File: src/rtl/sdp_ram_pkg.sv
// sdp_ram_pkg: shared types and constants for the sdp_ram_be memory slice.
package sdp_ram_pkg;

    typedef enum logic {CLEAR, READY} state_t;

    localparam int RDW_READ_FIRST  = 0;
    localparam int RDW_WRITE_FIRST = 1;

    function automatic int byte_lanes(input int data_width);
        return data_width / 8;
    endfunction

endpackage

File: src/rtl/sdp_ram_clear_seq.sv
// sdp_ram_clear_seq: post-reset sequencer that walks every word once to zero the array.
module sdp_ram_clear_seq
    import sdp_ram_pkg::*;
#(
    parameter int DEPTH      = 64,
    parameter int ADDR_WIDTH = 6
) (
    input  logic                  clk,
    input  logic                  rst_n,
    output logic                  clear_we,
    output logic [ADDR_WIDTH-1:0] clear_addr,
    output logic                  init_busy
);

    localparam logic [ADDR_WIDTH-1:0] LAST = ADDR_WIDTH'(DEPTH - 1);

    state_t                state, state_nxt;
    logic [ADDR_WIDTH-1:0] cnt, cnt_nxt;

    always_ff @(posedge clk or negedge rst_n) begin
        if (!rst_n) begin
            state <= CLEAR;
            cnt   <= '0;
        end else begin
            state <= state_nxt;
            cnt   <= cnt_nxt;
        end
    end

    always_comb begin
        state_nxt = state;
        cnt_nxt   = cnt;
        if (state == CLEAR) begin
            cnt_nxt   = cnt + 1'b1;
            state_nxt = (cnt == LAST) ? READY : CLEAR;
        end
    end

    assign clear_we   = (state == CLEAR);
    assign clear_addr = cnt;
    assign init_busy  = (state == CLEAR);

endmodule

File: src/rtl/sdp_ram_be.sv
// sdp_ram_be: simple-dual-port byte-enable RAM, zeroed by a clear sequence after reset.
// Define SDP_RAM_OUTREG_EN to add a second output register (2-cycle read latency).
module sdp_ram_be
    import sdp_ram_pkg::*;
#(
    parameter int DATA_WIDTH = 32,
    parameter int ADDR_WIDTH = 6,
    parameter int DEPTH      = 64,
    parameter int RDW_MODE   = 0
) (
    input  logic                      clk,
    input  logic                      rst_n,
    input  logic                      wr_en,
    input  logic [ADDR_WIDTH-1:0]     wr_addr,
    input  logic [DATA_WIDTH-1:0]     wr_data,
    input  logic [DATA_WIDTH/8-1:0]   wr_be,
    input  logic                      rd_en,
    input  logic [ADDR_WIDTH-1:0]     rd_addr,
    output logic [DATA_WIDTH-1:0]     rd_data,
    output logic                      rd_valid,
    output logic                      init_busy
);

    localparam int                    NB      = byte_lanes(DATA_WIDTH);
    localparam logic [ADDR_WIDTH:0]   DEPTH_W = (ADDR_WIDTH + 1)'(DEPTH);

    logic [DATA_WIDTH-1:0] mem [DEPTH];

    logic                  clear_we;
    logic [ADDR_WIDTH-1:0] clear_addr;
    logic                  wr_ok, rd_ok, wr_acc, rd_acc, mem_we;
    logic [ADDR_WIDTH-1:0] mem_addr;
    logic [DATA_WIDTH-1:0] mem_data, rd_word, rd_q;
    logic [NB-1:0]         mem_be;
    logic                  rd_valid_q;

    sdp_ram_clear_seq #(
        .DEPTH      (DEPTH),
        .ADDR_WIDTH (ADDR_WIDTH)
    ) u_clear (
        .clk        (clk),
        .rst_n      (rst_n),
        .clear_we   (clear_we),
        .clear_addr (clear_addr),
        .init_busy  (init_busy)
    );

    assign wr_ok  = {1'b0, wr_addr} < DEPTH_W;
    assign rd_ok  = {1'b0, rd_addr} < DEPTH_W;
    assign wr_acc = !init_busy && wr_en && wr_ok;
    assign rd_acc = !init_busy && rd_en;

    // The clear sequencer owns the write port while it runs.
    assign mem_we   = clear_we || wr_acc;
    assign mem_addr = clear_we ? clear_addr : wr_addr;
    assign mem_be   = clear_we ? '1 : wr_be;
    assign mem_data = clear_we ? '0 : wr_data;

    always_ff @(posedge clk) begin
        for (int i = 0; i < NB; i++)
            if (mem_we && mem_be[i]) mem[mem_addr][8*i +: 8] <= mem_data[8*i +: 8];
    end

    always_comb begin
        rd_word = rd_ok ? mem[rd_addr] : '0;
        for (int i = 0; i < NB; i++)
            if (RDW_MODE == RDW_WRITE_FIRST && wr_acc && wr_addr == rd_addr && wr_be[i])
                rd_word[8*i +: 8] = wr_data[8*i +: 8];
    end

    always_ff @(posedge clk or negedge rst_n) begin
        if (!rst_n) begin
            rd_q       <= '0;
            rd_valid_q <= 1'b0;
        end else begin
            rd_valid_q <= rd_acc;
            if (rd_acc) rd_q <= rd_word;
        end
    end

`ifdef SDP_RAM_OUTREG_EN
    always_ff @(posedge clk or negedge rst_n) begin
        if (!rst_n) begin
            rd_data  <= '0;
            rd_valid <= 1'b0;
        end else begin
            rd_valid <= rd_valid_q;
            if (rd_valid_q) rd_data <= rd_q;
        end
    end
`else
    assign rd_data  = rd_q;
    assign rd_valid = rd_valid_q;
`endif

endmodule

File: config.mk
export PLATFORM = sky130hd
export DESIGN_NAME = sdp_ram_be
export DESIGN_NICKNAME = d
export VERILOG_FILES = /design/src/rtl/sdp_ram_pkg.sv /design/src/rtl/sdp_ram_clear_seq.sv /design/src/rtl/sdp_ram_be.sv
export SDC_FILE = /design/constraint.sdc
export NUM_CORES = 2
export LEC_CHECK = 0
export ABC_CLOCK_PERIOD_IN_PS = 3900
export BUFFER_PORTS_ARGS = -buffer_cell sky130_fd_sc_hd__clkbuf_2
export CAP_MARGIN = 20
export CELL_PAD_IN_SITES_DETAIL_PLACEMENT = 2
export CELL_PAD_IN_SITES_GLOBAL_PLACEMENT = 2
export CORE_ASPECT_RATIO = 0.75
export CORE_UTILIZATION = 50
export CTS_BUF_LIST = sky130_fd_sc_hd__clkbuf_2
export DETAILED_ROUTE_END_ITERATION = 6
export PLACE_DENSITY = 0.82
export SLEW_MARGIN = 20
export SYNTH_ARGS = -nofsm -noshare
export SYNTH_HDL_FRONTEND = slang
export SYNTH_HIERARCHICAL = 1
export SYNTH_SLANG_ARGS = --single-unit
File: constraint.sdc
create_clock -name clk -period 3.9 [get_ports clk]
set_clock_uncertainty 0.15 [all_clocks]
set_input_delay 0.78 -clock clk [delete_from_list [all_inputs] [get_ports clk]]
set_output_delay 0.78 -clock clk [all_outputs]
set_load 0.02 [all_outputs]
; Yosys cells after proc, flatten, opt, wreduce, memory -nomap -nowiden
; Memories as Yosys holds them, arrays and structs flattened. A register that Yosys moved wholly into a read port is not among the register bits.
; Index checks and enable logic that the tools add are counted.
[word_totals]
regBits = 8
latch_bits = 0
ramBits = 2048
rom_bits = 0
inputBits = 52
output_inout_bits = 34
wordCells = 28
memories = 1
[op_classes]
n_addsub = 1
n_mul = 0
div_mod_pow = 0
magnitude_cmp = 0
eq_ne = 1
n_shift = 0
muxes = 13
bitwise = 1
n_reduce_logical = 8
[memory_table]
columns = name, words, width, read_ports, rd_clocked_by_memory_dff, write_ports, line
row1 = mem, 64, 32, 1, 1, 1, sdp_ram_be.sv:27  ; logic [DATA_WIDTH-1:0] mem [DEPTH];
[op_table]
columns = op, n
row1 = $mux W32, 1
row2 = $mux W1, 10
row3 = $add A6 B1 Y6 const B, 1
row4 = $eq A6 B6 Y1 const B, 1
row5 = $logic_and A1 B1 Y1, 6
row6 = $mux W6, 1
row7 = $mux W4, 1
row8 = $logic_not A1 Y1, 1
row9 = $logic_or A1 B1 Y1, 1
row10 = $not A1 Y1, 1

; Longest topological paths before layout
[depth]
depth_word = 5
ltp_mapped = 10
mapped_depth_nobuf = 7

; Cells and area by module
; Netlist, hierarchy kept.
[by_module_without_submodules]
columns = module, instances, cells_each, area_each_um2, seq_area_each_um2
row1 = sdp_ram_be, 1, 3920, 80362.1, 62324.8
row2 = sdp_ram_clear_seq, 1, 23, 307.8, 175.2

; Worst setup path before layout
; Ideal clock, no wire load.
[synth_path]
kind = register to register
start = register u_clear.state
end = memory mem[0][10] (data pin)
setup_time_ns = 0.514
arrival_time_ns = 2.759
required_time_ns = 3.236
slack_ns = 0.476
stages_incl_launch_ff = 6
path_buffers = 3
synth_period_minus_slack_ns = 3.424
cell_sequence = dfrtp_1 inv_2 buf_1 clkbuf_1 clkbuf_1 nor2b_1
[synth_via]
elab_chain_cells = 1
[synth_lines]
columns = item, line
row1 = start: declaration, sdp_ram_clear_seq.sv:17  ; state_t state, state_nxt;
row2 = start signal: assignment, sdp_ram_clear_seq.sv:25  ; state <= state_nxt;
row3 = $mux W32, sdp_ram_be.sv:57  ; assign mem_data = clear_we ? '0 : wr_data;
row4 = via mem_data[10], sdp_ram_be.sv:33  ; logic [DATA_WIDTH-1:0] mem_data, rd_word, rd_q;
row5 = end: declaration, sdp_ram_be.sv:27
; The timed path passes the listed nets, and every way through them passes these cells.

; Worst setup path in the final report
[layout_path]
start = register u_clear.state
end = memory mem[3][10], enable pin
[layout_via]
elab_chain_cells = 5
elab_cells_between_ends = 8
classes_between = mux: 4 / bitwise: 1 / reduce/logical: 3
[layout_lines]
columns = item, line
row1 = $logic_and A1 B1 Y1 / $not A1 Y1 (equally long branches), -
row2 = $logic_or A1 B1 Y1, sdp_ram_be.sv:54  ; assign mem_we = clear_we || wr_acc;
row3 = $logic_and A1 B1 Y1, sdp_ram_be.sv:61  ; if (mem_we && mem_be[i]) mem[mem_addr][8*i +: 8] <= mem_data[8*i +: 8];
row4 = $mux W1, sdp_ram_be.sv:61
row5 = $mux W1 (not written as such), sdp_ram_be.sv:61
; Several ways; a longest one is shown, not always the timed one.

==> results_dict.tcl <==
set metrics [dict create \
    path_clk_slew_ps 170 \
    grt-busiest-layer "met2" \
    grt_use_total_pct 42.2 \
    crit_arrival_ps 5530 \
    core_um2 160000 \
    drive_above_1_share_pct 33.2 \
    path_cells "inv_4 > buf_4 > buf_4 > nand2_1 > o32ai_2 > and2_1 > nand2_1 > nor2_1 > buf_4" \
    worst_hold_path_type "in2reg" \
    synth_cell_types 44 \
    setup_slack_ps -96.1 \
    crit_required_ps 5430 \
    grt_use_met2_pct 69.8 \
    synth_top_area_share_pct 76.2 \
    cts_tree "done" \
    drc_errors 0 \
    pin_count 86 \
    synthToLayoutAreaGrowth_pct 13.7 \
    grt_pass1_vias 53400 \
    finalHoldViolations 0 \
    worst-path-buf-inv 4 \
    antenna_found_initial 18 \
    num_rows 127 \
    die_w_um 466 \
    setup_viol 73 \
    syn_nets 3996 \
    fin_area_um2 91700 \
    met3_usage_pct 9.98 \
    p_leak_nw 27.4 \
    yosysTopAreaCell "edfxtp_1" \
    dieArea_um2 163000 \
    drt_iter0_drc 8318 \
    path_delay_family "simple AND/OR/NAND/NOR gates" \
    worstSkewPairLatency_ps 2020 \
    crit_path_max_fanout 17 \
    avgSynthCellArea_um2 20.5 \
    wl_per_cell_um 46.9 \
    synth_warnings 6 \
    drt.antenna.violating_nets 0 \
    finalCriticalPeriod_ps 4000 \
    port_buffers 85 \
    vias 50500 \
    worst_setup_path_end_kind "flip-flop" \
    hpwl_mm 179 \
    yosysSeqAreaShare_pct 77.5 \
    fin_total_pwr_mw 41.9 \
    grt_util_met1_pct 52.3 \
    gp_congestion 0.818 \
    cts_buffers 496 \
    cpMostUsedCell "buf_4" \
    synth.top_cells.by_area "edfxtp_1, mux4_2, mux2i_1, a22oi_1, dfrtp_1" \
    fin_nets 4831 \
    stdcell_count 7277 \
    cap_violations 0 \
    synthCells 3943 \
    synth_area_um2 80700 \
    status "finished with violations" \
    place_inst 6300 \
    place_ws_ps -515 \
    final_common_cell "edfxtp_1" \
    clockBufferDepth 4 \
    start_kind "flip-flop" \
    setup-tns-final_ps -3220 \
    crit_type "reg2reg" \
    cts.htree.levels 5 \
    clock_sinks 2088 \
    fp.dieH_um 350 \
    initial_core_util_pct 50.4 \
    dr.pass1.iters 5 \
    layout_common_cells "edfxtp_1, clkbuf_2, mux4_2" \
    drv_slew 0 \
    synth_seq_cells 2088 \
    worst_pin_slew_ps 1320 \
    dpl_cell_area_um2 86200 \
    powerDensity_nw_per_um2 457 \
    relSlewSlack_pct 11.8 \
    cts_root_buffer "clkbuf_2" \
    max_stage_delay_ps 560 \
    regArea_um2 62500 \
    wl_mm 341 \
    post-route-period-util_pct 102 \
    drt-vias-per-instance 6.94 \
    rsz0062_at_grt "true" \
    ir_drop_mv 0.402 \
    violations "negative setup slack" \
    multi_input_area_um2 17400 \
    grt_first_pass_wirelength_mm 464 \
    final.fill_count 13300 \
    grt_max_degree 78 \
    overflow 0 \
    fmax_ghz 0.250 \
    critical-path-slowest-cell "nor2_1" \
]
cell type report:
class                      count  share of cell area, %
multi-input combinational   1613                   19.0
clock buffer                 711                   3.88
sequential                  2088                   68.2
clock inverter               146                  0.621
antenna                       12                 0.0328
inverter                       5                 0.0232
timing repair buffer         574                   5.34
tap                         2128                   2.90
where the power goes:
part | internal, mW | switching [mW] | total, mW
sequential | 24.2 | 0.0508 | 24.3
combinational | 0.567 | 0.937 | 1.50
clock | 4.85 | 11.3 | 16.1
total | 29.7 | 12.2 | 41.9
timing repair:
item                        CTS  global route
setup endpoints to repair    34           389
resized for setup            19            45
setup buffers                 3             4
hold endpoints to repair   3797             0
hold buffers                 98             0
stage by stage:
stage | util, % | hold WS (ps)
global route | 57.3 | 132
CTS | 57.1 | 61.9
global placement | 53.9 | 360
floorplan | - | 312
finish | 57.3 | 164
detailed placement | 53.9 | 393
kinds of logic after synthesis:
family          share of synthesized area, %
fa+ha+maj                             0.0155
xor+xnor                              0.0543
compound gates                          3.26
flops                                   77.5
mux                                     14.4
buf+inv                                 1.50
simple gates                            3.29
routing by layer:
layer	vias to the layer above	part of all wire (%)
met5	-	0.048
li1	18200	-
met2	4511	49
met1	26600	34
met4	24	5.8
met3	1139	10
tightest hold or removal path: cells and delay by family:
kind                   cells  cell delay [ps]
AND/OR/NAND/NOR            1              170
buffers and inverters      3             1070
state kept, by name, summed over array words and instances (netlist names):
name,flops
mem,2048
rd_data,32
u_clear/clear_addr,6
rd_valid,1
u_clear/state,1
path summary, 6_finish.rpt:
check,startpoint,to,slack [ps],depth (start not counted)
worst max-delay path,u_clear/state,mem[3][10],-100,9
worst min-delay path,wr_data[7],mem[31][7],160,4
worst max register to register,u_clear/state,mem[3][10],-100,9
worst min register to register,u_clear/clear_addr[4],u_clear/clear_addr[4],450,1
max in group asynchronous,rst_n,rd_data[9],2190,6
min in group asynchronous,rst_n,rd_data[4],440,5
Yosys cell counts, drive strengths merged:
library cell and count:
a211oi 62, a21o 4, a21oi 32, a221o 32, a22oi 160, and2 2
and3 1, and3b 1, buf 138, clkbuf 99, dfrtp 40, edfxtp 2048
ha 1, inv 5, mux2 4, mux2i 292, mux4 384, nand2 61
nand2b 2, nand3 95, nand3b 1, nand4 33, nand4b 1, nor2 262
nor2b 69, nor3b 1, nor4 1, o21ai 1, o22ai 64, o2bb2ai 1
o32ai 4, or2 2, or3 33, or3b 2, xnor2 4, xor2 1
Power figures use the tool's default switching activity.
